File: src/rtl/tick_wdt.sv
// Watchdog timer that counts edges of the slow divider toggle and flags expiry
// once the elapsed tick count reaches the timeout latched at arm time.
module tick_wdt #(
  parameter int CNT_W      = 8,
  parameter int BOTH_EDGES = 1
) (
  input  logic             iClk,
  input  logic             iRst_n,
  input  logic             iDivClk,
  input  logic             iEn,
  input  logic             iKick,
  input  logic             iClear,
  input  logic [CNT_W-1:0] iTimeout,
  output logic             oRunning,
  output logic             oExpired,
  output logic             oTimeoutPulse,
  output logic [CNT_W-1:0] oCount
);

  typedef enum logic [1:0] {
    IDLE    = 2'd0,
    RUN     = 2'd1,
    EXPIRED = 2'd2
  } state_t;

  state_t           state_q;
  logic             divClkPrev_q;
  logic [CNT_W-1:0] limit_q;
  logic [CNT_W-1:0] count_q;
  logic             running_q;
  logic             expired_q;
  logic             pulse_q;
  logic             tick;
  logic [CNT_W-1:0] countInc;

  // iDivClk is already in the iClk domain, so edges are detected without a synchronizer.
  always_comb begin
    if (BOTH_EDGES != 0) begin
      tick = iDivClk ^ divClkPrev_q;
    end else begin
      tick = iDivClk & ~divClkPrev_q;
    end
    countInc = count_q + {{(CNT_W-1){1'b0}}, 1'b1};
  end

  always_ff @(posedge iClk) begin
    if (!iRst_n) begin
      state_q      <= IDLE;
      divClkPrev_q <= 1'b0;
      limit_q      <= '0;
      count_q      <= '0;
      running_q    <= 1'b0;
      expired_q    <= 1'b0;
      pulse_q      <= 1'b0;
    end else begin
      divClkPrev_q <= iDivClk;
      pulse_q      <= 1'b0;
      case (state_q)
        IDLE: begin
          count_q <= '0;
          if (iEn) begin
            limit_q <= iTimeout;
            if (iTimeout != '0) begin
              state_q   <= RUN;
              running_q <= 1'b1;
            end else begin
              state_q   <= EXPIRED;
              expired_q <= 1'b1;
              pulse_q   <= 1'b1;
            end
          end
        end

        // Abort beats kick, and kick beats a same-cycle tick.
        RUN: begin
          if (!iEn) begin
            state_q   <= IDLE;
            running_q <= 1'b0;
            count_q   <= '0;
          end else if (iKick) begin
            count_q <= '0;
          end else if (tick) begin
            if (countInc == limit_q) begin
              state_q   <= EXPIRED;
              running_q <= 1'b0;
              expired_q <= 1'b1;
              pulse_q   <= 1'b1;
              count_q   <= limit_q;
            end else begin
              count_q <= countInc;
            end
          end
        end

        EXPIRED: begin
          if (iClear) begin
            state_q   <= IDLE;
            expired_q <= 1'b0;
            count_q   <= '0;
          end
        end

        default: begin
          state_q   <= IDLE;
          running_q <= 1'b0;
          expired_q <= 1'b0;
          count_q   <= '0;
        end
      endcase
    end
  end

  assign oRunning      = running_q;
  assign oExpired      = expired_q;
  assign oTimeoutPulse = pulse_q;
  assign oCount        = count_q;

endmodule
File: config.mk
export PLATFORM = sky130hd
export DESIGN_NAME = tick_wdt
export DESIGN_NICKNAME = d
export VERILOG_FILES = /design/src/rtl/tick_wdt.sv
export SDC_FILE = /design/constraint.sdc
export NUM_CORES = 1
export LEC_CHECK = 0
export CORE_MARGIN = 2
export CORE_UTILIZATION = 60
export DETAILED_ROUTE_END_ITERATION = 12
export DONT_BUFFER_PORTS = 1
export PLACE_DENSITY = 0.86
export SYNTH_ARGS = -nofsm -noshare
export SYNTH_HDL_FRONTEND = slang
export SYNTH_SLANG_ARGS = --single-unit
File: constraint.sdc
create_clock -name iClk -period 2.65 [get_ports iClk]
set_input_delay 0.265 -clock iClk [delete_from_list [all_inputs] [get_ports iClk]]
set_output_delay 0.265 -clock iClk [all_outputs]
set_load 0.05 [all_outputs]
==> impl_metrics.xml, run 1 <==
<?xml version="1.0" encoding="UTF-8"?>
<metrics>
  <group name="setup_path">
    <metric name="cp_max_fo" unit="">9</metric>
    <metric name="worstPathArrival" unit="ns">2.53</metric>
    <metric name="critical_path_class" unit="">flip-flop to flip-flop</metric>
    <metric name="critPathLaunchType" unit="">flip-flop</metric>
    <metric name="worst_setup_path_end_kind" unit="">flip-flop</metric>
    <metric name="cp_data_required_time" unit="ns">2.91</metric>
  </group>
  <group name="logic_synthesis">
    <metric name="netlist-cell-type-count" unit="">42</metric>
    <metric name="synth_seq_area_share" unit="">0.355</metric>
    <metric name="netlist_area" unit="mm²">0.00124</metric>
    <metric name="synth_top_cell_by_area" unit="">sky130_fd_sc_hd__dfxtp_1</metric>
    <metric name="most_numerous_cell_types_in_the_synthesized_netlist" unit="">sky130_fd_sc_hd__dfxtp_1 (22), sky130_fd_sc_hd__nand2_1 (18), sky130_fd_sc_hd__o21ai_0 (17), sky130_fd_sc_hd__a21boi_0 (9), sky130_fd_sc_hd__nor2_1 (9)</metric>
    <metric name="synth_seq_cells" unit="">22</metric>
    <metric name="edff_count_synth" unit="">0</metric>
    <metric name="synth_most_common_cell" unit="">sky130_fd_sc_hd__dfxtp_1</metric>
    <metric name="synth_cells" unit="">148</metric>
    <metric name="yosys_warnings" unit="">0</metric>
    <metric name="synth-main-ff-cell" unit="">sky130_fd_sc_hd__dfxtp_1</metric>
    <metric name="postSynthAreaPerCell" unit="µm²">8.39</metric>
    <metric name="synth_nets" unit="">163</metric>
    <metric name="yosys.area.top_type_share" unit="">0.355</metric>
    <metric name="async_reset_ff_frac" unit="">0</metric>
    <metric name="yosys-top-cells-area" unit="">sky130_fd_sc_hd__dfxtp_1 (35%), sky130_fd_sc_hd__o21ai_0 (6.9%), sky130_fd_sc_hd__a21boi_0 (5.4%)</metric>
  </group>
  <group name="clock_tree">
    <metric name="cts_resized" unit="">0</metric>
    <metric name="cts_hold_buf" unit="">0</metric>
    <metric name="cts-htree-levels" unit="">1</metric>
    <metric name="clock_sinks" unit="">22</metric>
    <metric name="tritoncts" unit="">done</metric>
    <metric name="cts_setup_buffers" unit="">0</metric>
    <metric name="num_cts_buffers" unit="">3</metric>
    <metric name="worst_setup_hold_path_clk_slew" unit="ns">0.12</metric>
    <metric name="clock_tree.buffer_depth" unit="">2</metric>
    <metric name="cts_root_buffer" unit="">sky130_fd_sc_hd__clkbuf_4</metric>
    <metric name="insertion_delay" unit="ns">0.31</metric>
  </group>
  <group name="timing">
    <metric name="hold-worst-slack" unit="ns">0.0727</metric>
    <metric name="number_of_setup_violations_in_the_final_report" unit="">0</metric>
    <metric name="min_clock_period_post_route" unit="ns">2.27</metric>
    <metric name="clock_skew" unit="ns">0.00442</metric>
    <metric name="worstMarginPinSlew" unit="ns">0.499</metric>
    <metric name="setup_total_negative_slack" unit="ns">0</metric>
    <metric name="grt_setup_unrepaired" unit="">no</metric>
    <metric name="maxSlewViolCount" unit="">0</metric>
    <metric name="final_period_utilization" unit="">0.857</metric>
    <metric name="achievable_frequency" unit="MHz">440</metric>
    <metric name="relative_slew_slack" unit="">0.667</metric>
    <metric name="timing.final.ws_setup" unit="ns">0.379</metric>
    <metric name="total_count_of_hold_check_failures_in_the_final_report" unit="">0</metric>
  </group>
  <group name="die">
    <metric name="die-height" unit="µm">49.5</metric>
    <metric name="die_x" unit="µm">49.5</metric>
    <metric name="floorplan.io_pins" unit="">25</metric>
    <metric name="die_area" unit="mm²">0.00245</metric>
    <metric name="fp-row-count" unit="">16</metric>
    <metric name="floorplan.initialDensity" unit="">0.633</metric>
    <metric name="coreArea" unit="mm²">0.00196</metric>
  </group>
  <group name="global_routing">
    <metric name="grt_max_degree" unit="">19</metric>
    <metric name="busiest_layer" unit="">met2</metric>
    <metric name="globalRoute.totalOverflow" unit="">0</metric>
    <metric name="first_global_vias" unit="">1075</metric>
    <metric name="grt.total_usage" unit="">0.239</metric>
    <metric name="antenna_violations_before_repair" unit="">0</metric>
    <metric name="grt_met1_usage" unit="">0.273</metric>
    <metric name="gr-usage-met3" unit="">0.0394</metric>
    <metric name="global_route.usage.met2" unit="">0.426</metric>
    <metric name="grt_first_pass_wirelength" unit="µm">4540</metric>
  </group>
  <group name="min_path">
    <metric name="worstHoldPathType" unit="">primary input to flip-flop</metric>
  </group>
  <group name="layout">
    <metric name="area_growth_syn_to_layout" unit="%">6.65</metric>
    <metric name="multi_input_comb_area" unit="µm²">753</metric>
    <metric name="stdcell_area" unit="mm²">0.00132</metric>
    <metric name="seqCellArea" unit="µm²">440</metric>
    <metric name="nFillCells" unit="">178</metric>
    <metric name="drive_above_1_share" unit="">0.125</metric>
    <metric name="fin_nets" unit="">168</metric>
    <metric name="antenna_cells" unit="">0</metric>
  </group>
  <group name="routing">
    <metric name="drt_iter0_drc" unit="">18</metric>
    <metric name="route.antenna.remaining_nets" unit="">0</metric>
    <metric name="drtPass1Iterations" unit="">4</metric>
    <metric name="post_drt_via_cell_ratio" unit="">6.26</metric>
    <metric name="wirelength" unit="µm">2740</metric>
    <metric name="routedWlPerCell" unit="µm">15.3</metric>
    <metric name="via_total_after_detailed_routing" unit="">1121</metric>
    <metric name="drc" unit="">0</metric>
  </group>
  <group name="power_and_ir_drop">
    <metric name="p_total" unit="µW">617</metric>
    <metric name="power.static_leakage" unit="nW">0.481</metric>
    <metric name="power_density" unit="mW/mm²">466</metric>
    <metric name="max-vdd-ir-drop" unit="µV">399</metric>
  </group>
  <group name="place">
    <metric name="placedInstanceArea" unit="mm²">0.00129</metric>
    <metric name="dp.final_hpwl" unit="µm">2070</metric>
    <metric name="dp_slack" unit="ns">0.422</metric>
    <metric name="globalplace.congestion" unit="">0.868</metric>
    <metric name="count_of_input_and_output_buffers" unit="">0</metric>
  </group>
  <group name="status">
    <metric name="outcome" unit="">finished clean</metric>
  </group>
  <group name="job">
    <metric name="timing.max_cap.violations" unit="">0</metric>
  </group>
</metrics>
-- cell usage in the layout, fill, tap and decap left out, types with 4 or more instances in the layout --
| cell | synthesis | layout |
|---|---|---|
| sky130_fd_sc_hd__a21boi_0 | 9 | 9 |
| sky130_fd_sc_hd__nand2_1 | 18 | 18 |
| sky130_fd_sc_hd__a21oi_1 | 4 | 4 |
| sky130_fd_sc_hd__nand3_1 | 6 | 6 |
| sky130_fd_sc_hd__xor2_1 | 7 | 7 |
| sky130_fd_sc_hd__o21ai_0 | 17 | 17 |
| sky130_fd_sc_hd__nor2_1 | 9 | 9 |
| sky130_fd_sc_hd__dfxtp_1 | 22 | 22 |
| sky130_fd_sc_hd__xnor2_1 | 6 | 6 |
| sky130_fd_sc_hd__buf_4 | 0 | 8 |
-- cell families after synthesis --
logic type / synth area share
buffers and inverters: 0.0383
and+or+nand+nor: 0.262
DFF: 0.355
AOI/OAI and AO/OA: 0.231
muxes: 0.0121
xor gates and xnor gates: 0.0917
adders and majority gates: 0.0101
-- final cells by class --
type,count,share of cell area
flip-flops and latches,22,0.333
well taps,27,0.0255
multi-input cells,118,0.569
repair buffers,8,0.0454
clock buffers,4,0.0274
-- flip-flops by register name (all words and copies together) (netlist names) --
register,count
limit_q,8
oRunning,1
oExpired,1
oTimeoutPulse,1
divClkPrev_q,1
state_q,2
oCount,8
-- metal layers --
| layer | vias to the layer above | wire, µm |
|---|---|---|
| met2 | 41 | 1380 |
| li1 | 538 | - |
| met5 | - | 0 |
| met1 | 535 | 1140 |
| met4 | 0 | 53 |
| met3 | 7 | 163 |
-- power by group --
group	internal (mW)	total, mW	switching [mW]
combinational	0.0282	0.0609	0.0326
clock	0.0840	0.186	0.102
sequential	0.345	0.370	0.0257
total	0.457	0.617	0.160
-- critical path, cell delays in order, from the launching register on --
cell	delay, ns
sky130_fd_sc_hd__dfxtp_1	0.54
sky130_fd_sc_hd__nand3_2	0.14
sky130_fd_sc_hd__nor2_1	0.30
sky130_fd_sc_hd__mux2_4	0.33
sky130_fd_sc_hd__o2111a_2	0.30
sky130_fd_sc_hd__or4b_1	0.51
sky130_fd_sc_hd__nand3_1	0.09
-- path summary, 6_finish.rpt --
path	start	endpoint	slack (ns)	cells past startpoint
worst max-delay path	oCount[3]	oCount[2]	0.38	6
worst min-delay path	iDivClk	divClkPrev_q	0.07	1
worst max register to register	oCount[3]	oCount[2]	0.38	6
worst min register to register	limit_q[3]	limit_q[3]	0.52	2
-- metrics by stage --
step / std cells / util
3_3_place_gp: 175 / 0.656
4_1_cts: 179 / 0.675
5_1_grt: 179 / 0.675
2_1_floorplan: 148 / -
3_5_place_dp: 175 / 0.656
6_report: 179 / 0.675
No activity file was read; power rests on OpenSTA's default activity.
==> run 2, diff against run 1 <==
--- a/config.mk
+++ b/config.mk
@@ -5,7 +5,7 @@
 export SDC_FILE = /design/constraint.sdc
 export NUM_CORES = 1
 export LEC_CHECK = 0
-export CORE_MARGIN = 2
+export CORE_MARGIN = 1
 export CORE_UTILIZATION = 60
 export DETAILED_ROUTE_END_ITERATION = 12
 export DONT_BUFFER_PORTS = 1
==> impl_metrics.xml, run 2 (synthesis results as in run 1) <==
<?xml version="1.0" encoding="UTF-8"?>
<metrics>
  <group name="place">
    <metric name="dp.final_hpwl" unit="µm">1900</metric>
    <metric name="count_of_input_and_output_buffers" unit="">0</metric>
    <metric name="dp_slack" unit="ns">0.406</metric>
    <metric name="globalplace.congestion" unit="">0.838</metric>
  </group>
  <group name="routing">
    <metric name="via_total_after_detailed_routing" unit="">1070</metric>
    <metric name="wirelength" unit="µm">2480</metric>
    <metric name="drc" unit="">0</metric>
    <metric name="route.antenna.remaining_nets" unit="">0</metric>
    <metric name="drtPass1Iterations" unit="">4</metric>
    <metric name="drt_iter0_drc" unit="">15</metric>
    <metric name="routedWlPerCell" unit="µm">13.9</metric>
    <metric name="post_drt_via_cell_ratio" unit="">5.98</metric>
  </group>
  <group name="clock_tree">
    <metric name="cts_root_buffer" unit="">sky130_fd_sc_hd__clkbuf_4</metric>
    <metric name="cts-htree-levels" unit="">1</metric>
    <metric name="insertion_delay" unit="ns">0.30</metric>
    <metric name="tritoncts" unit="">done</metric>
    <metric name="clock_tree.buffer_depth" unit="">2</metric>
    <metric name="cts_resized" unit="">0</metric>
    <metric name="clock_sinks" unit="">22</metric>
    <metric name="num_cts_buffers" unit="">3</metric>
    <metric name="cts_setup_buffers" unit="">0</metric>
    <metric name="worst_setup_hold_path_clk_slew" unit="ns">0.12</metric>
    <metric name="cts_hold_buf" unit="">0</metric>
  </group>
  <group name="die">
    <metric name="floorplan.initialDensity" unit="">0.633</metric>
    <metric name="die_x" unit="µm">47.5</metric>
    <metric name="fp-row-count" unit="">16</metric>
    <metric name="die-height" unit="µm">47.5</metric>
    <metric name="die_area" unit="mm²">0.00225</metric>
    <metric name="floorplan.io_pins" unit="">25</metric>
    <metric name="coreArea" unit="mm²">0.00196</metric>
  </group>
  <group name="layout">
    <metric name="fin_nets" unit="">168</metric>
    <metric name="layout_common_cells" unit="">sky130_fd_sc_hd__dfxtp_1 (22), sky130_fd_sc_hd__nand2_1 (18), sky130_fd_sc_hd__o21ai_0 (17), sky130_fd_sc_hd__nor2_1 (9), sky130_fd_sc_hd__a21boi_0 (9)</metric>
    <metric name="antenna_cells" unit="">0</metric>
    <metric name="area_growth_syn_to_layout" unit="%">6.65</metric>
    <metric name="nFillCells" unit="">171</metric>
    <metric name="final_common_cell" unit="">sky130_fd_sc_hd__dfxtp_1</metric>
    <metric name="drive_above_1_share" unit="">0.125</metric>
  </group>
  <group name="global_routing">
    <metric name="globalRoute.totalOverflow" unit="">0</metric>
    <metric name="grt_first_pass_wirelength" unit="µm">3880</metric>
    <metric name="grt_max_degree" unit="">19</metric>
    <metric name="grt.total_usage" unit="">0.244</metric>
    <metric name="antenna_violations_before_repair" unit="">0</metric>
    <metric name="first_global_vias" unit="">931</metric>
  </group>
  <group name="setup_path">
    <metric name="critical_path_class" unit="">flip-flop to flip-flop</metric>
    <metric name="rr_worst_depth" unit="">6</metric>
    <metric name="worstPathArrival" unit="ns">2.52</metric>
    <metric name="worstPathBufferInverterCount" unit="">0</metric>
    <metric name="timing.critical_path.depth" unit="">6</metric>
    <metric name="worst_path_max_delay_cell" unit="">sky130_fd_sc_hd__dfxtp_1</metric>
    <metric name="path_delay_family" unit="">simple AND/OR/NAND/NOR gates</metric>
    <metric name="worst_setup_path_end_kind" unit="">flip-flop</metric>
    <metric name="crit_path_cell_trace" unit="">nand3_2, nor2_1, mux2_4, o2111a_2, or4b_1, nand3_1</metric>
    <metric name="cp_max_fo" unit="">12</metric>
    <metric name="timing.reg2reg.setup_slack" unit="ns">0.39</metric>
    <metric name="cp_data_required_time" unit="ns">2.91</metric>
    <metric name="longest_individual_stage_delay_on_the_worst_path" unit="ns">0.57</metric>
    <metric name="critPathLaunchType" unit="">flip-flop</metric>
  </group>
  <group name="timing">
    <metric name="final_period_utilization" unit="">0.854</metric>
    <metric name="min_clock_period_post_route" unit="ns">2.26</metric>
    <metric name="setup_total_negative_slack" unit="ns">0</metric>
    <metric name="number_of_setup_violations_in_the_final_report" unit="">0</metric>
    <metric name="timing.final.ws_setup" unit="ns">0.387</metric>
    <metric name="grt_setup_unrepaired" unit="">no</metric>
    <metric name="achievable_frequency" unit="MHz">442</metric>
    <metric name="relative_slew_slack" unit="">0.665</metric>
    <metric name="worstMarginPinSlew" unit="ns">0.502</metric>
    <metric name="clock_skew" unit="ns">0.00159</metric>
    <metric name="maxSlewViolCount" unit="">0</metric>
    <metric name="total_count_of_hold_check_failures_in_the_final_report" unit="">0</metric>
  </group>
  <group name="power_and_ir_drop">
    <metric name="power.static_leakage" unit="nW">0.481</metric>
    <metric name="max-vdd-ir-drop" unit="µV">400</metric>
    <metric name="power_density" unit="mW/mm²">463</metric>
  </group>
  <group name="status">
    <metric name="outcome" unit="">finished clean</metric>
  </group>
  <group name="min_path">
    <metric name="hold_depth" unit="">1</metric>
    <metric name="worstHoldPathType" unit="">primary input to flip-flop</metric>
  </group>
  <group name="job">
    <metric name="timing.max_cap.violations" unit="">0</metric>
  </group>
</metrics>
## run 2: cell counts in the layout (fill, tap and decap cells not counted)
No cell type changed its count.
## run 2: metrics by stage
| stage | power [mW] | utilization | std cells | hold slack [ns] | cell area (µm²) |
|---|---|---|---|---|---|
| after floorplan | 0.425 | - | 148 | 0.387 | 1240 |
| after global placement | 0.433 | 0.656 | 175 | 0.388 | 1290 |
| after detailed placement | 0.436 | 0.656 | 175 | 0.389 | 1290 |
| after CTS | 0.618 | 0.675 | 179 | 0.0586 | 1320 |
| after global routing | 0.641 | 0.675 | 179 | 0.0528 | 1320 |
| final | 0.613 | 0.675 | 179 | 0.0671 | 1320 |
## run 2: area by class of cell
class | count | area, µm² | area share
multi-input cells | 118 | 753 | 0.569
flip-flops and latches | 22 | 440 | 0.333
repair buffers | 8 | 60.1 | 0.0454
clock buffers | 4 | 36.3 | 0.0274
well taps | 27 | 33.8 | 0.0255
## run 2: where the power goes
| group | internal, mW | switching, mW |
|---|---|---|
| logic | 0.0281 | 0.0308 |
| clock network | 0.0839 | 0.100 |
| registers | 0.345 | 0.0254 |
## run 2: final timing paths
check	endpoint	startpoint
max	oCount[2]	oCount[2]
min	state_q[0]	iRst_n
max reg2reg	oCount[2]	oCount[2]
min reg2reg	limit_q[0]	limit_q[0]
## run 2: per-layer routing
layer / vias to the layer above / share of wire / track usage
li1: 543 / - / -
met1: 479 / 0.44 / 0.307
met2: 42 / 0.48 / 0.405
met3: 6 / 0.058 / 0.0377
met4: 0 / 0.022 / 0.120
met5: - / 0 / 0
## run 2: worst register-to-register path, cell delays in order, from the launching register on
cell and delay, ns:
sky130_fd_sc_hd__dfxtp_1 0.57, sky130_fd_sc_hd__nand3_2 0.13, sky130_fd_sc_hd__nor2_1 0.29, sky130_fd_sc_hd__mux2_4 0.33, sky130_fd_sc_hd__o2111a_2 0.30, sky130_fd_sc_hd__or4b_1 0.50, sky130_fd_sc_hd__nand3_1 0.09
